### config.mk
export PLATFORM = sky130hd
export DESIGN_NAME = jtframe_bank_arb
export DESIGN_NICKNAME = d
export VERILOG_FILES = /design/src/rtl/jtframe_arb_pkg.sv /design/src/rtl/jtframe_rr_pick.sv /design/src/rtl/jtframe_bank_arb.sv
export SDC_FILE = /design/constraint.sdc
export NUM_CORES = 1
export LEC_CHECK = 0
export ABC_AREA = 1
export BUFFER_PORTS_ARGS = -buffer_cell sky130_fd_sc_hd__buf_2
export CORE_ASPECT_RATIO = 1.2
export CORE_MARGIN = 8
export CORE_UTILIZATION = 45
export DETAILED_ROUTE_END_ITERATION = 7
export MAX_ROUTING_LAYER = met4
export PLACE_DENSITY = 0.78
export SYNTH_ARGS = -nofsm -noshare
export SYNTH_HDL_FRONTEND = slang
export SYNTH_SLANG_ARGS = --single-unit
### constraint.sdc
create_clock -name clk -period 3 [get_ports clk]
set_clock_uncertainty 0.1 [all_clocks]
set_input_delay 0.3 -clock clk [delete_from_list [all_inputs] [get_ports clk]]
set_output_delay 0.3 -clock clk [all_outputs]
set_load 0.03 [all_outputs]
### src/rtl/jtframe_arb_pkg.sv
// Shared types and helpers for the SDRAM bank arbiter.
//   arb_state_t : arbiter FSM states
//   OWN_PROG    : owner code for the download (prog) port; banks use their index
//   OWN_NONE    : owner code when nothing is in flight
//   rr_pick     : round-robin winner search over up to four request lines
package jtframe_arb_pkg;

    typedef enum logic [1:0] {
        IDLE = 2'd0,
        REQ  = 2'd1,
        WAIT = 2'd2
    } arb_state_t;

    localparam logic [2:0] OWN_PROG = 3'd4;
    localparam logic [2:0] OWN_NONE = 3'd7;

    // First set bit of req at or after ptr, wrapping modulo banks.
    // The loop runs from the far end down so the closest match is written last.
    // Returns ptr when nothing is pending; callers qualify with an "any" flag.
    function automatic logic [1:0] rr_pick(input logic [3:0] req,
                                           input logic [1:0] ptr,
                                           input int         banks);
        logic [1:0] win;
        logic [1:0] idx;
        win = ptr;
        for (int k = 3; k >= 0; k--) begin
            if (k < banks) begin
                idx = 2'((int'(ptr) + k) % banks);
                if (req[idx]) win = idx;
            end
        end
        return win;
    endfunction

endpackage

### src/rtl/jtframe_rr_pick.sv
// Combinational round-robin selector.
//   i_req : pending request per bank
//   i_ptr : bank with highest priority this round
//   o_idx : winning bank index (meaningful only when o_any is high)
//   o_any : at least one bank is pending
module jtframe_rr_pick
    import jtframe_arb_pkg::*;
#(
    parameter int BANKS = 4
) (
    input  logic [BANKS-1:0] i_req,
    input  logic [1:0]       i_ptr,
    output logic [1:0]       o_idx,
    output logic             o_any
);

    logic [3:0] w_req4;

    always_comb begin
        w_req4              = '0;
        w_req4[BANKS-1:0]   = i_req;
    end

    assign o_idx = rr_pick(w_req4, i_ptr, BANKS);
    assign o_any = |i_req;

endmodule

### src/rtl/jtframe_bank_arb.sv
// Serialises game bank requests and ROM-download (prog) requests onto the
// single-outstanding request port of the SDRAM controller.
//   clk, rst                     : clock, async active-high reset
//   prog_*                       : download port, absolute priority while prog_en
//   ba_addr/ba_rd/ba_wr          : per-bank requests (write only on bank 0)
//   ba0_din/ba0_din_m            : bank-0 write data and byte mask
//   ba_ack/ba_rdy, prog_ack/rdy  : registered one-cycle accept/complete pulses
//   dout                         : read data, updated on read completion only
//   sd_*                         : controller request port (req held until sd_ack)
module jtframe_bank_arb
    import jtframe_arb_pkg::*;
#(
    parameter int BANKS = 4,
    parameter int AW    = 22,
    parameter int DW    = 16
) (
    input  logic                clk,
    input  logic                rst,
    input  logic                prog_en,
    input  logic                prog_rd,
    input  logic                prog_we,
    input  logic [AW-1:0]       prog_addr,
    input  logic [1:0]          prog_ba,
    input  logic [DW-1:0]       prog_data,
    input  logic [1:0]          prog_mask,
    output logic                prog_ack,
    output logic                prog_rdy,
    input  logic [BANKS*AW-1:0] ba_addr,
    input  logic [BANKS-1:0]    ba_rd,
    input  logic [BANKS-1:0]    ba_wr,
    input  logic [DW-1:0]       ba0_din,
    input  logic [1:0]          ba0_din_m,
    output logic [BANKS-1:0]    ba_ack,
    output logic [BANKS-1:0]    ba_rdy,
    output logic [DW-1:0]       dout,
    output logic                sd_req,
    output logic                sd_we,
    output logic [1:0]          sd_ba,
    output logic [AW-1:0]       sd_addr,
    output logic [DW-1:0]       sd_din,
    output logic [1:0]          sd_mask,
    input  logic                sd_ack,
    input  logic                sd_rdy,
    input  logic [DW-1:0]       sd_dout
);

    localparam logic [1:0] LAST = 2'(BANKS - 1);

    arb_state_t       r_state, w_state_nx;
    logic [2:0]       r_owner;
    logic [1:0]       r_rr_ptr;
    logic             r_rdy_pend;   // sd_rdy arrived together with sd_ack
    logic [BANKS-1:0] r_ba_ack_d;
    logic             r_prog_ack_d;

    logic [BANKS-1:0] w_ba_pend;
    logic             w_prog_pend;
    logic [1:0]       w_pick;
    logic             w_any;
    logic [AW-1:0]    w_bank_addr;
    logic             w_bank_wr;
    logic             w_grant;
    logic             w_ack_go;
    logic             w_rdy_go;
    logic             w_dout_ld;
    logic             w_unused;

    // Only bank 0 can write; the other ba_wr lines are deliberately dropped.
    assign w_unused = ^{ba_wr, 1'b0};

    // An owner acked last cycle may still show its held level; skip it once.
    always_comb begin
        w_ba_pend    = ba_rd;
        w_ba_pend[0] = ba_rd[0] | ba_wr[0];
        w_ba_pend    = w_ba_pend & ~r_ba_ack_d;
    end

    assign w_prog_pend = prog_en & (prog_rd | prog_we) & ~r_prog_ack_d;

    jtframe_rr_pick #(.BANKS(BANKS)) u_pick (
        .i_req (w_ba_pend),
        .i_ptr (r_rr_ptr),
        .o_idx (w_pick),
        .o_any (w_any)
    );

    always_comb begin
        w_bank_addr = '0;
        for (int i = 0; i < BANKS; i++)
            if (w_pick == 2'(i)) w_bank_addr = ba_addr[i*AW +: AW];
    end

    assign w_bank_wr = (w_pick == 2'd0) & ba_wr[0];

    always_comb begin
        w_state_nx = r_state;
        w_grant    = 1'b0;
        w_ack_go   = 1'b0;
        w_rdy_go   = 1'b0;
        case (r_state)
            IDLE: if (w_prog_pend || w_any) begin
                w_grant    = 1'b1;
                w_state_nx = REQ;
            end
            REQ: if (sd_ack) begin
                w_ack_go   = 1'b1;
                w_state_nx = WAIT;
            end
            WAIT: if (sd_rdy || r_rdy_pend) begin
                w_rdy_go   = 1'b1;
                w_state_nx = IDLE;
            end
            default: w_state_nx = IDLE;
        endcase
    end

    // Read data is captured when the controller reports it, which is one
    // cycle before rdy when ack and rdy coincide.
    assign w_dout_ld = !sd_we &&
                       ((r_state == REQ  && sd_ack && sd_rdy) ||
                        (r_state == WAIT && sd_rdy && !r_rdy_pend));

    always_ff @(posedge clk or posedge rst) begin
        if (rst) begin
            r_state <= IDLE;
        end else begin
            r_state <= w_state_nx;
        end
    end

    always_ff @(posedge clk or posedge rst) begin
        if (rst) begin
            r_owner      <= OWN_NONE;
            r_rr_ptr     <= '0;
            r_rdy_pend   <= 1'b0;
            r_ba_ack_d   <= '0;
            r_prog_ack_d <= 1'b0;
            prog_ack     <= 1'b0;
            prog_rdy     <= 1'b0;
            ba_ack       <= '0;
            ba_rdy       <= '0;
            dout         <= '0;
            sd_req       <= 1'b0;
            sd_we        <= 1'b0;
            sd_ba        <= '0;
            sd_addr      <= '0;
            sd_din       <= '0;
            sd_mask      <= '0;
        end else begin
            prog_ack     <= 1'b0;
            prog_rdy     <= 1'b0;
            ba_ack       <= '0;
            ba_rdy       <= '0;
            r_ba_ack_d   <= ba_ack;
            r_prog_ack_d <= prog_ack;

            if (w_grant) begin
                sd_req <= 1'b1;
                if (w_prog_pend) begin
                    r_owner <= OWN_PROG;
                    sd_we   <= prog_we;
                    sd_ba   <= prog_ba;
                    sd_addr <= prog_addr;
                    sd_din  <= prog_data;
                    sd_mask <= prog_mask;
                end else begin
                    r_owner  <= {1'b0, w_pick};
                    sd_we    <= w_bank_wr;
                    sd_ba    <= w_pick;
                    sd_addr  <= w_bank_addr;
                    sd_din   <= ba0_din;
                    sd_mask  <= w_bank_wr ? ba0_din_m : 2'b00;
                    r_rr_ptr <= (w_pick == LAST) ? 2'd0 : w_pick + 2'd1;
                end
            end

            if (w_ack_go) begin
                sd_req     <= 1'b0;
                r_rdy_pend <= sd_rdy;
                if (r_owner == OWN_PROG) prog_ack <= 1'b1;
                for (int i = 0; i < BANKS; i++)
                    if (r_owner == 3'(i)) ba_ack[i] <= 1'b1;
            end

            if (w_rdy_go) begin
                r_rdy_pend <= 1'b0;
                r_owner    <= OWN_NONE;
                if (r_owner == OWN_PROG) prog_rdy <= 1'b1;
                for (int i = 0; i < BANKS; i++)
                    if (r_owner == 3'(i)) ba_rdy[i] <= 1'b1;
            end

            if (w_dout_ld) dout <= sd_dout;
        end
    end

endmodule

# Word-level counts from Yosys, hierarchy flattened
# Cells that the tools add are included.
dict set report op_classes {
  n_addsub 4
  magnitude_cmp 4
  eq_ne 12
  muxes 49
  bitwise 9
  reduce_logical 19
}
# operator count
set op_table {}
lappend op_table {{$mux W22} 5}
lappend op_table {{$mux W1} 22}
lappend op_table {{$mux W2} 11}
lappend op_table {{$mux W16} 1}
lappend op_table {{$lt A2 B3 Y1 const B} 4}
lappend op_table {{$mux W3} 3}
lappend op_table {{$bmux W1 S2} 4}
lappend op_table {{$mux W4} 2}
lappend op_table {{$eq A2 B2 Y1 const B} 3}
lappend op_table {{$eq A3 B2 Y1 const B} 2}
lappend op_table {{$ne A2 B2 Y1 const B} 3}
lappend op_table {{$pmux W2 S3} 1}
lappend op_table {{$reduce_bool A2 Y1} 3}
lappend op_table {{$logic_and A1 B1 Y1} 5}
lappend op_table {{$add A2 B1 Y2 const B} 2}
lappend op_table {{$add A2 B2 Y2 const B} 2}
lappend op_table {{$and A4 B4 Y4} 1}
lappend op_table {{$eq A2 B1 Y1 const B} 2}
lappend op_table {{$logic_not A2 Y1} 2}
lappend op_table {{$not A4 Y4} 1}
lappend op_table {{$reduce_or A4 Y1} 1}
lappend op_table {{$and A1 B1 Y1} 3}
lappend op_table {{$eq A3 B1 Y1 const B} 1}
lappend op_table {{$eq A3 B3 Y1 const B} 1}
lappend op_table {{other kinds (7)} 12}
dict set report word_totals {
  ff_bits 83
  inputBits 179
  out_inout_bits 70
  wordCells 114
}

# Longest topological paths before layout
# Gate-level depths: netlist (run 1).
dict set report depth {
  depth_word 14
  ltp_mapped 19
  ltp_nobuf 18
}

# Modules after synthesis
# A second synthesis (run 1) with hierarchy kept.
dict set report hier_totals {
  hier_cells 710
  hier_area_um2 4749.6
}
# module instances cells_per_inst area_each_um2 seq_area_each_um2
set by_module_without_submodules {}
lappend by_module_without_submodules {jtframe_bank_arb 1 660 4531.8 2080.7}
lappend by_module_without_submodules {jtframe_rr_pick 1 50 217.7 0.0}

# Worst setup path after synthesis (run 1)
# No wires, ideal clock.
dict set report synth_path {
  path_kind {reg-to-reg}
  startpoint {register r_rr_ptr[0]}
  endpoint {register sd_addr[0]}
  setup_ns 0.087
  arrival_ns 2.227
  required_time_ns 2.813
  setup_slack_ns 0.586
  stages_incl_launch_ff 19
  path_buffers 2
  synth_period_minus_slack_ns 2.414
  path_cell_list {dfrtp_1 > buf_4 > inv_4 > nand3_1 > nand3_1 > nand2_1 > o21ai_2 > nand2_1 > nand2_1 > nand2_2 > inv_2 > ha_1 > inv_1 > nor2_1 > buf_2 > a22oi_1 > o21ai_0 > mux2i_1 > o211ai_1}
}
dict set report synth_between {
  elab_chain_cells 13
  elab_cells_between_ends 24
  classes_between {add/sub: 3; eq/ne: 3; mux: 17; reduce/logical: 1}
}
# item line_no
set synth_rtl {}
lappend synth_rtl {{start: declaration} jtframe_bank_arb.sv:51} ;# logic [1:0] r_rr_ptr;
lappend synth_rtl {{start signal: assignment} jtframe_bank_arb.sv:173} ;# r_rr_ptr <= (w_pick == LAST) ? 2'd0 : w_pick + 2'd1;
lappend synth_rtl {{$add A2 B2 Y2} jtframe_arb_pkg.sv:28} ;# idx = 2'((int'(ptr) + k) % banks);
lappend synth_rtl {{$bmux W1 S2} jtframe_arb_pkg.sv:29} ;# if (req[idx]) win = idx;
lappend synth_rtl {{$mux W1 (implied by the code)} jtframe_arb_pkg.sv:29}
lappend synth_rtl {{$mux W2 (3 in series)} jtframe_arb_pkg.sv:29}
lappend synth_rtl {{$mux W2 *} jtframe_arb_pkg.sv:29}
lappend synth_rtl {{$logic_not A2 Y1} jtframe_bank_arb.sv:90} ;# if (w_pick == 2'(i)) w_bank_addr = ba_addr[i*AW +: AW];
lappend synth_rtl {{$mux W22 (3 in series)} jtframe_bank_arb.sv:90}
lappend synth_rtl {{$mux W22 *} jtframe_bank_arb.sv:90}
lappend synth_rtl {{$mux W22 *} jtframe_bank_arb.sv:159} ;# if (w_prog_pend) begin
lappend synth_rtl {{end signal: assignment} jtframe_bank_arb.sv:163} ;# sd_addr <= prog_addr;
lappend synth_rtl {{end signal: assignment} jtframe_bank_arb.sv:170} ;# sd_addr <= w_bank_addr;
lappend synth_rtl {{end: declaration} jtframe_bank_arb.sv:39} ;# output logic [AW-1:0] sd_addr,
# Every way passes the cells marked *; elsewhere a longest branch is shown, timed or not. The select of a mux whose other input is x is not followed.
# A chain may end at the register's enable or synchronous reset.

# Final worst setup path (run 1)
dict set report layout_path {
  startpoint {register r_rr_ptr[0]}
  endpoint {register sd_addr[2]}
}
# The elaborated chain is that of the path after synthesis.

==> impl_metrics.py, run 1 <==
metrics = {
    "route": {
        "viasPerCell": 5.237,
        "wl_per_cell_um": 16.65,
        "routed_wl_um": 14220,
        "dr_total_vias": 4472,
        "drcViolationCount": 0,
        "drtIter0Drc": 262,
        "antenna_left": 0,
        "drtPass1Iterations": 4,
    },
    "place": {
        "dp_cells": 837,
        "gp_congestion": 0.9246,
        "place_hpwl_um": 11140,
        "post-place-ws_ns": 0.05548,
        "portBuffers": 245,
    },
    "logic_synthesis": {
        "yosysWarnings": 0,
        "syn-num-nets": 675,
        "synth_top_area_cell": "dfrtp_1",
        "synth_cell_types": 32,
        "synthSimpleGateAreaFrac_pct": 19.50,
        "netlist_area_sq_um": 4388,
        "synth_area_leaders": "dfrtp_1 46%, nand2_1 9.5%, mux2i_1 5.0%",
        "synth-compound-area-share_pct": 16.99,
        "synth_top_family_by_area": "simple AND/OR/NAND/NOR gates",
        "synth_top_area_share_pct": 45.62,
        "synthesis.instances": 492,
        "syn_area_per_cell_sq_um": 8.919,
        "ys_seq_area_share_pct": 47.42,
        "synth-xor-area-share_pct": 0,
        "synth_fa_ha_area_share_pct": 1.141,
        "synthMuxAreaShare_pct": 9.125,
        "synth-seq-cells": 83,
    },
    "finish": {
        "area_delta_synth_final_pct": 37.21,
        "diodes": 0,
        "fill_cells": 835,
        "drive_gt1_share_pct": 42.00,
        "multi_input_area_sq_um": 2072,
        "instances_no_fill": 854,
        "finalNetCount": 909,
        "regArea_sq_um": 2082,
    },
    "global_routing": {
        "grt_max_degree": 84,
        "grt_pass1_wl_um": 22060,
        "grt_pass1_vias": 4647,
        "track_usage_pct": 21.56,
        "antenna_found_initial": 0,
        "grt-ovfl-total": 0,
    },
    "worst_setup_path": {
        "slowest_delay_ns": 0.48,
        "critPathCaptureType": "flop",
        "crit_arrival_ns": 2.95,
        "crit_family": "simple AND/OR/NAND/NOR gates",
        "crit_fanout": 22,
        "crit_slowest_cell": "dfrtp_2",
        "crit_chain": "inv_4, nand3_1, nand3_1, nand2_1, o21ai_2, nand2_1, nand2_1, nand2_2, inv_2, ha_2, inv_1, nor2_1, buf_6, a22oi_1, o21ai_0, mux2i_1, o211ai_1",
        "cp.required_ns": 3.16,
        "r2r_slack_ns": 0.21,
        "crit_top_cell": "nand2_1",
        "start_kind": "flop",
        "cp_num_buf_inv": 4,
        "crit_type": "reg2reg",
    },
    "floorplanning": {
        "floorplan.die_area_sq_um": 13180,
        "rows": 39,
        "initial_utilization_pct": 46.11,
        "fp.dieH_um": 124.2,
        "core-area_sq_um": 9515,
        "ios": 249,
        "die_x_um": 106.1,
    },
    "status": {
        "status": "finished, final reports clean",
    },
    "timing": {
        "slew_headroom_pct": 51.27,
        "setup_tns_ns": 0,
        "final_max_slew_viol_count": 0,
        "fmax_mhz": 358.5,
        "setup_ws_ns": 0.2108,
        "fin_crit_ns": 2.789,
        "hold_violations": 0,
        "setup_viol": 0,
        "worstMarginPinSlew_ns": 0.7299,
        "fin_crit_sh_pct": 92.97,
    },
    "clocking": {
        "clk_latency_ns": 0.34,
        "clockBufferDepth": 2,
        "path_clk_slew_ns": 0.06,
        "numCtsBuffers": 9,
        "cts_tree": "built",
        "clock-sinks": 83,
        "clockRootBuffer": "clkbuf_16",
        "cts.htree.levels": 3,
    },
    "power_and_ir_drop": {
        "ir_drop_mv": 1.416,
        "leakage_nw": 3.052,
        "p_per_area_nw_per_um2": 1279,
    },
    "hold_path": {
        "hold_path.class": "in2reg",
    },
    "job": {
        "cap_violations": 0,
    },
}
## registers in the layout (all words and copies together), names as in the netlist
register and cells:
r_owner 3, r_ba_ack_d 4, sd_we 1, sd_ba 2, sd_din 16, prog_ack 1
ba_rdy 4, ba_ack 4, sd_mask 2, r_rdy_pend 1, prog_rdy 1, sd_addr 22
sd_req 1, r_rr_ptr 2, r_prog_ack_d 1, dout 16, r_state 2
## Yosys cell counts, drive strengths merged
library cell and number:
a21oi 8, a22oi 22, a31oi 19, buf 14, clkbuf 16, dfrtp 80, dfstp 3, ha 4
inv 28, mux2 16, mux2i 22, nand2 117, nand3 40, nand4 2, nor2 40, nor3 1
o211ai 23, o21ai 34, o22ai 1, o31ai 1, or2 1
## layer usage
layer  GRT usage, %  part of all wire, %
met1          23.99                   40
met3          5.642                  7.3
met5              -                    0
met2          36.61                   50
met4          8.106                  2.3
## cells by family (layout without fill, tap and decap cells)
group | Yosys count | count (layout)
AO/OA/AOI/OAI | 108 | 108
buffers and inverters | 58 | 297
flip-flops | 83 | 83
AND/OR/NAND/NOR | 201 | 201
multiplexers | 38 | 38
adder cells (fa/ha/maj) | 4 | 4
## per-stage QoR
stage	hold WS, ns	total power, W	instance area [sq um]	util (%)
global placement	0.2575	0.006496	5717	60.08
CTS	0.05732	0.007662	5998	63.04
finish	0.06474	0.007701	6021	63.27
detailed placement	0.2556	0.006648	5717	60.08
global route	0.06457	0.008287	6021	63.27
floorplan	0.2905	0.005397	4388	-
## final cells by class
cell class                      count  area share (%)
Sequential cell                    83           34.58
Multi-Input combinational cell    351           34.41
Timing Repair Buffer              253           22.09
Clock buffer                       10           3.803
Tap cell                          123           2.556
Inverter                           28           1.850
Clock inverter                      6          0.7066
## repair_timing
action / in CTS / in global routing
setup buffers: 0 / 0
gates resized for setup: 0 / 6
hold buffers: 1 / 0
setup endpoints to repair: 0 / 22
endpoints found under the hold margin: 80 / 0
## worst reg2reg max path: cells and delay by family (launching register included)
family / cells / cell delay [ns]
and+or+nand+nor: 7 / 0.70
AOI/OAI and AO/OA: 4 / 0.58
DFF: 1 / 0.48
adders and majority gates: 1 / 0.23
muxes: 1 / 0.10
buffers and inverters: 4 / 0.50
## cells in the final DEF, fill, tap and decap left out, types with 2 or more instances in the layout
cell type / n
o21ai_1: 9
nand3_1: 39
buf_12: 3
clkbuf_16: 9
nor2_1: 37
clkinv_2: 3
a22oi_1: 22
dfrtp_1: 79
nand2_1: 111
o21ai_0: 21
inv_1: 19
nand4_1: 2
dfstp_2: 3
clkinvlp_4: 2
nand2_2: 3
nor2_2: 3
mux2i_1: 22
buf_2: 245
buf_4: 3
nand2_4: 3
o211ai_2: 10
a31oi_1: 19
a21oi_1: 8
ha_1: 2
mux2_1: 16
clkinv_4: 2
inv_4: 2
o211ai_1: 13
inv_2: 6
o21ai_2: 4
## where the power goes
group          internal [W]  leakage, nW  total, W  switching, W
combinational       0.00171         1.90   0.00481       0.00310
clock              0.000560        0.128   0.00101      0.000445
sequential          0.00162         1.02   0.00189      0.000269
total               0.00389         3.05   0.00770       0.00381
## path summary, 6_finish.rpt
check                       startpoint      endpoint  cells after the start
min in group asynchronous          rst      sd_ba[1]                      4
max in group asynchronous          rst    r_owner[0]                      4
setup / recovery           r_rr_ptr[0]    sd_addr[2]                     17
setup reg to reg           r_rr_ptr[0]    sd_addr[2]                     17
hold / removal             sd_dout[11]      dout[11]                      2
hold reg to reg               prog_ack  r_prog_ack_d                      0
No activity file was read; power rests on OpenSTA's default activity.
==> run 2: changes to the inputs <==
--- a/config.mk
+++ b/config.mk
@@ -5,14 +5,14 @@
 export SDC_FILE = /design/constraint.sdc
 export NUM_CORES = 1
 export LEC_CHECK = 0
-export ABC_AREA = 1
+export ABC_AREA = 0
 export BUFFER_PORTS_ARGS = -buffer_cell sky130_fd_sc_hd__buf_2
 export CORE_ASPECT_RATIO = 1.2
 export CORE_MARGIN = 8
 export CORE_UTILIZATION = 45
 export DETAILED_ROUTE_END_ITERATION = 7
 export MAX_ROUTING_LAYER = met4
-export PLACE_DENSITY = 0.78
+export PLACE_DENSITY = 0.77
 export SYNTH_ARGS = -nofsm -noshare
 export SYNTH_HDL_FRONTEND = slang
 export SYNTH_SLANG_ARGS = --single-unit
==> impl_metrics.py, run 2 <==
metrics = {
    "route": {
        "viasPerCell": 5.328,
        "wl_per_cell_um": 17.93,
        "routed_wl_um": 14500,
        "drtPass1Iterations": 5,
        "drtIter0Drc": 252,
        "dr_total_vias": 4310,
        "drcViolationCount": 0,
        "antenna_left": 0,
    },
    "floorplanning": {
        "floorplan.die_area_sq_um": 13230,
        "ios": 249,
        "core-area_sq_um": 9515,
        "fp.dieH_um": 124.4,
        "initial_utilization_pct": 46.30,
        "die_x_um": 106.3,
        "rows": 39,
    },
    "worst_setup_path": {
        "cp.required_ns": 3.12,
        "crit_type": "reg2reg",
        "crit_arrival_ns": 2.89,
        "r2r.worst_path.cells": 11,
        "rr_endpoint": "sd_addr[9]",
        "critPathCaptureType": "flop",
        "r2r-start": "r_ba_ack_d[2]",
        "crit_fanout": 21,
        "start_kind": "flop",
        "r2r_slack_ns": 0.23,
        "crit_start": "r_ba_ack_d[2]",
    },
    "logic_synthesis": {
        "synth_edf_count": 0,
        "synth_top_area_cell": "dfrtp_1",
        "ys_seq_area_share_pct": 47.23,
        "yosysWarnings": 0,
        "synth_top_area_share_pct": 45.44,
        "synthesis.instances": 445,
        "syn_area_per_cell_sq_um": 9.900,
        "synthFlopType": "dfrtp_1",
        "synth_area_leaders": "dfrtp_1 45%, nand2_1 7.2%, a22oi_2 4.8%",
        "synth_common_cells": "85 x nand2_1, 80 x dfrtp_1, 32 x nor2_1",
        "syn-num-nets": 628,
        "netlist_area_sq_um": 4405,
        "synth_cell_types": 46,
        "yosysMostFrequentCell": "nand2_1",
        "synth-seq-cells": 83,
        "async_flop_share_pct": 100.0,
    },
    "timing": {
        "hold_violations": 0,
        "fin_crit_sh_pct": 92.18,
        "final_max_slew_viol_count": 0,
        "fmax_mhz": 361.6,
        "worstMarginPinSlew_ns": 1.068,
        "rsz0062_at_grt": "no",
        "setup_tns_ns": 0,
        "slew_headroom_pct": 28.73,
        "setup_viol": 0,
        "fin_crit_ns": 2.765,
    },
    "clocking": {
        "clock-sinks": 83,
        "cts_setup_buffers": 0,
        "path_clk_slew_ns": 0.06,
        "clk_latency_ns": 0.34,
        "cts_resized": 0,
        "clockBufferDepth": 2,
        "numCtsBuffers": 9,
        "clockRootBuffer": "clkbuf_16",
        "hold_buffers": 0,
        "cts.htree.levels": 3,
        "cts_tree": "built",
    },
    "job": {
        "cap_violations": 0,
    },
    "global_routing": {
        "antenna_found_initial": 0,
        "track_usage_pct": 22.48,
        "grt-ovfl-total": 0,
        "grt_pass1_vias": 4671,
        "grt_max_degree": 63,
        "grt_pass1_wl_um": 23210,
    },
    "finish": {
        "fill_cells": 794,
        "diodes": 0,
        "drive_gt1_share_pct": 46.65,
        "mostFrequentLayoutCell": "buf_2",
        "top_register": "sd_addr",
        "utilization_pct": 63.83,
        "mostFrequentLayoutCells": "245 x buf_2, 85 x nand2_1, 80 x dfrtp_1, 32 x nor2_1, 24 x nor2b_1",
        "area_delta_synth_final_pct": 37.86,
        "finalNetCount": 864,
        "largest_registers": "sd_addr: 22 flops, dout: 16 flops, sd_din: 16 flops",
        "largest_reg_flops": 22,
    },
    "status": {
        "status": "finished, final reports clean",
    },
    "hold_path": {
        "hp-start": "sd_dout[9]",
        "hold-path-endpoint": "dout[9]",
        "hold_path.class": "in2reg",
        "hold_depth": 2,
    },
    "power_and_ir_drop": {
        "p_per_area_nw_per_um2": 1152,
        "ir_drop_mv": 0.4148,
        "leakage_nw": 3.081,
    },
    "place": {
        "portBuffers": 245,
        "place_hpwl_um": 11220,
        "gp_congestion": 0.8645,
    },
}
## run 2: changes by cell type in the layout (fill, tap and decap cells not counted), moves of 13 or more
cell and delta:
a221oi_1 +23, mux2i_1 -22, a22oi_2 +17, o21ai_0 -17, o31ai_1 +22, nand2_1 -26
o211ai_1 -13, nor2b_1 +24, a22oi_1 -17, nand3_1 -17
## run 2: per-stage QoR
step | std cells | area [sq um] | worst slack (ns) | hold WS, ns | power [W]
final | 809 | 6073 | 0.2347 | 0.07170 | 0.006997
after global routing | 809 | 6073 | 0.01407 | 0.06978 | 0.007479
after CTS | 809 | 6073 | 0.2111 | 0.06505 | 0.007073
after detailed placement | 793 | 5779 | 0.2611 | 0.2591 | 0.005952
after global placement | 793 | 5779 | 0.3714 | 0.2547 | 0.005816
after floorplan | 445 | 4405 | 0.4682 | 0.2947 | 0.004771
## run 2: cells by family (layout without fill, tap and decap cells)
group,after synthesis,in the layout,share of synthesized area [%]
mux,17,17,5.197
fa+ha+maj,4,4,1.136
compound gates,116,116,21.90
simple gates,182,182,19.43
flops,83,83,47.23
buf+inv,43,284,5.112
## run 2: worst max path at each step
stage                  end  depth (start not counted)  slack (ns)
2_1_floorplan    ba_ack[0]                          1        0.47
3_3_place_gp    sd_addr[9]                         11        0.37
3_5_place_dp    sd_addr[7]                         11        0.26
4_1_cts         sd_addr[7]                         11        0.21
5_1_grt        sd_addr[19]                         11        0.01
6_report        sd_addr[9]                         11        0.23
## run 2: layout make-up
cell class / instances / area, sq um / area share (%)
sequential: 83 / 2081 / 34.26
clock buffer: 10 / 229.0 / 3.770
inverter: 8 / 31.28 / 0.5150
tap: 123 / 153.9 / 2.534
clock inverter: 6 / 65.06 / 1.071
timing repair buffer: 260 / 1401 / 23.07
multi-input combinational: 319 / 2112 / 34.78
## run 2: report_power, final
group          switching (W)  internal [W]  leakage, nW  total, W
clock               0.000441      0.000646        0.143   0.00109
combinational        0.00246       0.00152         1.92   0.00398
sequential          0.000316       0.00162         1.02   0.00193
## run 2: worst max-delay path, stage by stage (launching register included)
cell and delay, ns:
dfrtp_1 0.40, nand2b_1 0.22, a31o_2 0.28, o31ai_2 0.22, inv_1 0.11, ha_1 0.26
nor2b_1 0.18, buf_12 0.16, a221oi_1 0.34, o31ai_1 0.14, a22oi_2 0.16, nand2_1 0.08
## run 2: layer usage
layer  share of wire [%]  vias up  track usage [%]
li1                    -     2073                -
met1                  39     2020            25.34
met2                  52      187            37.65
met3                 6.2       30            4.244
met4                 2.9        0            10.21
met5                   0        -                -
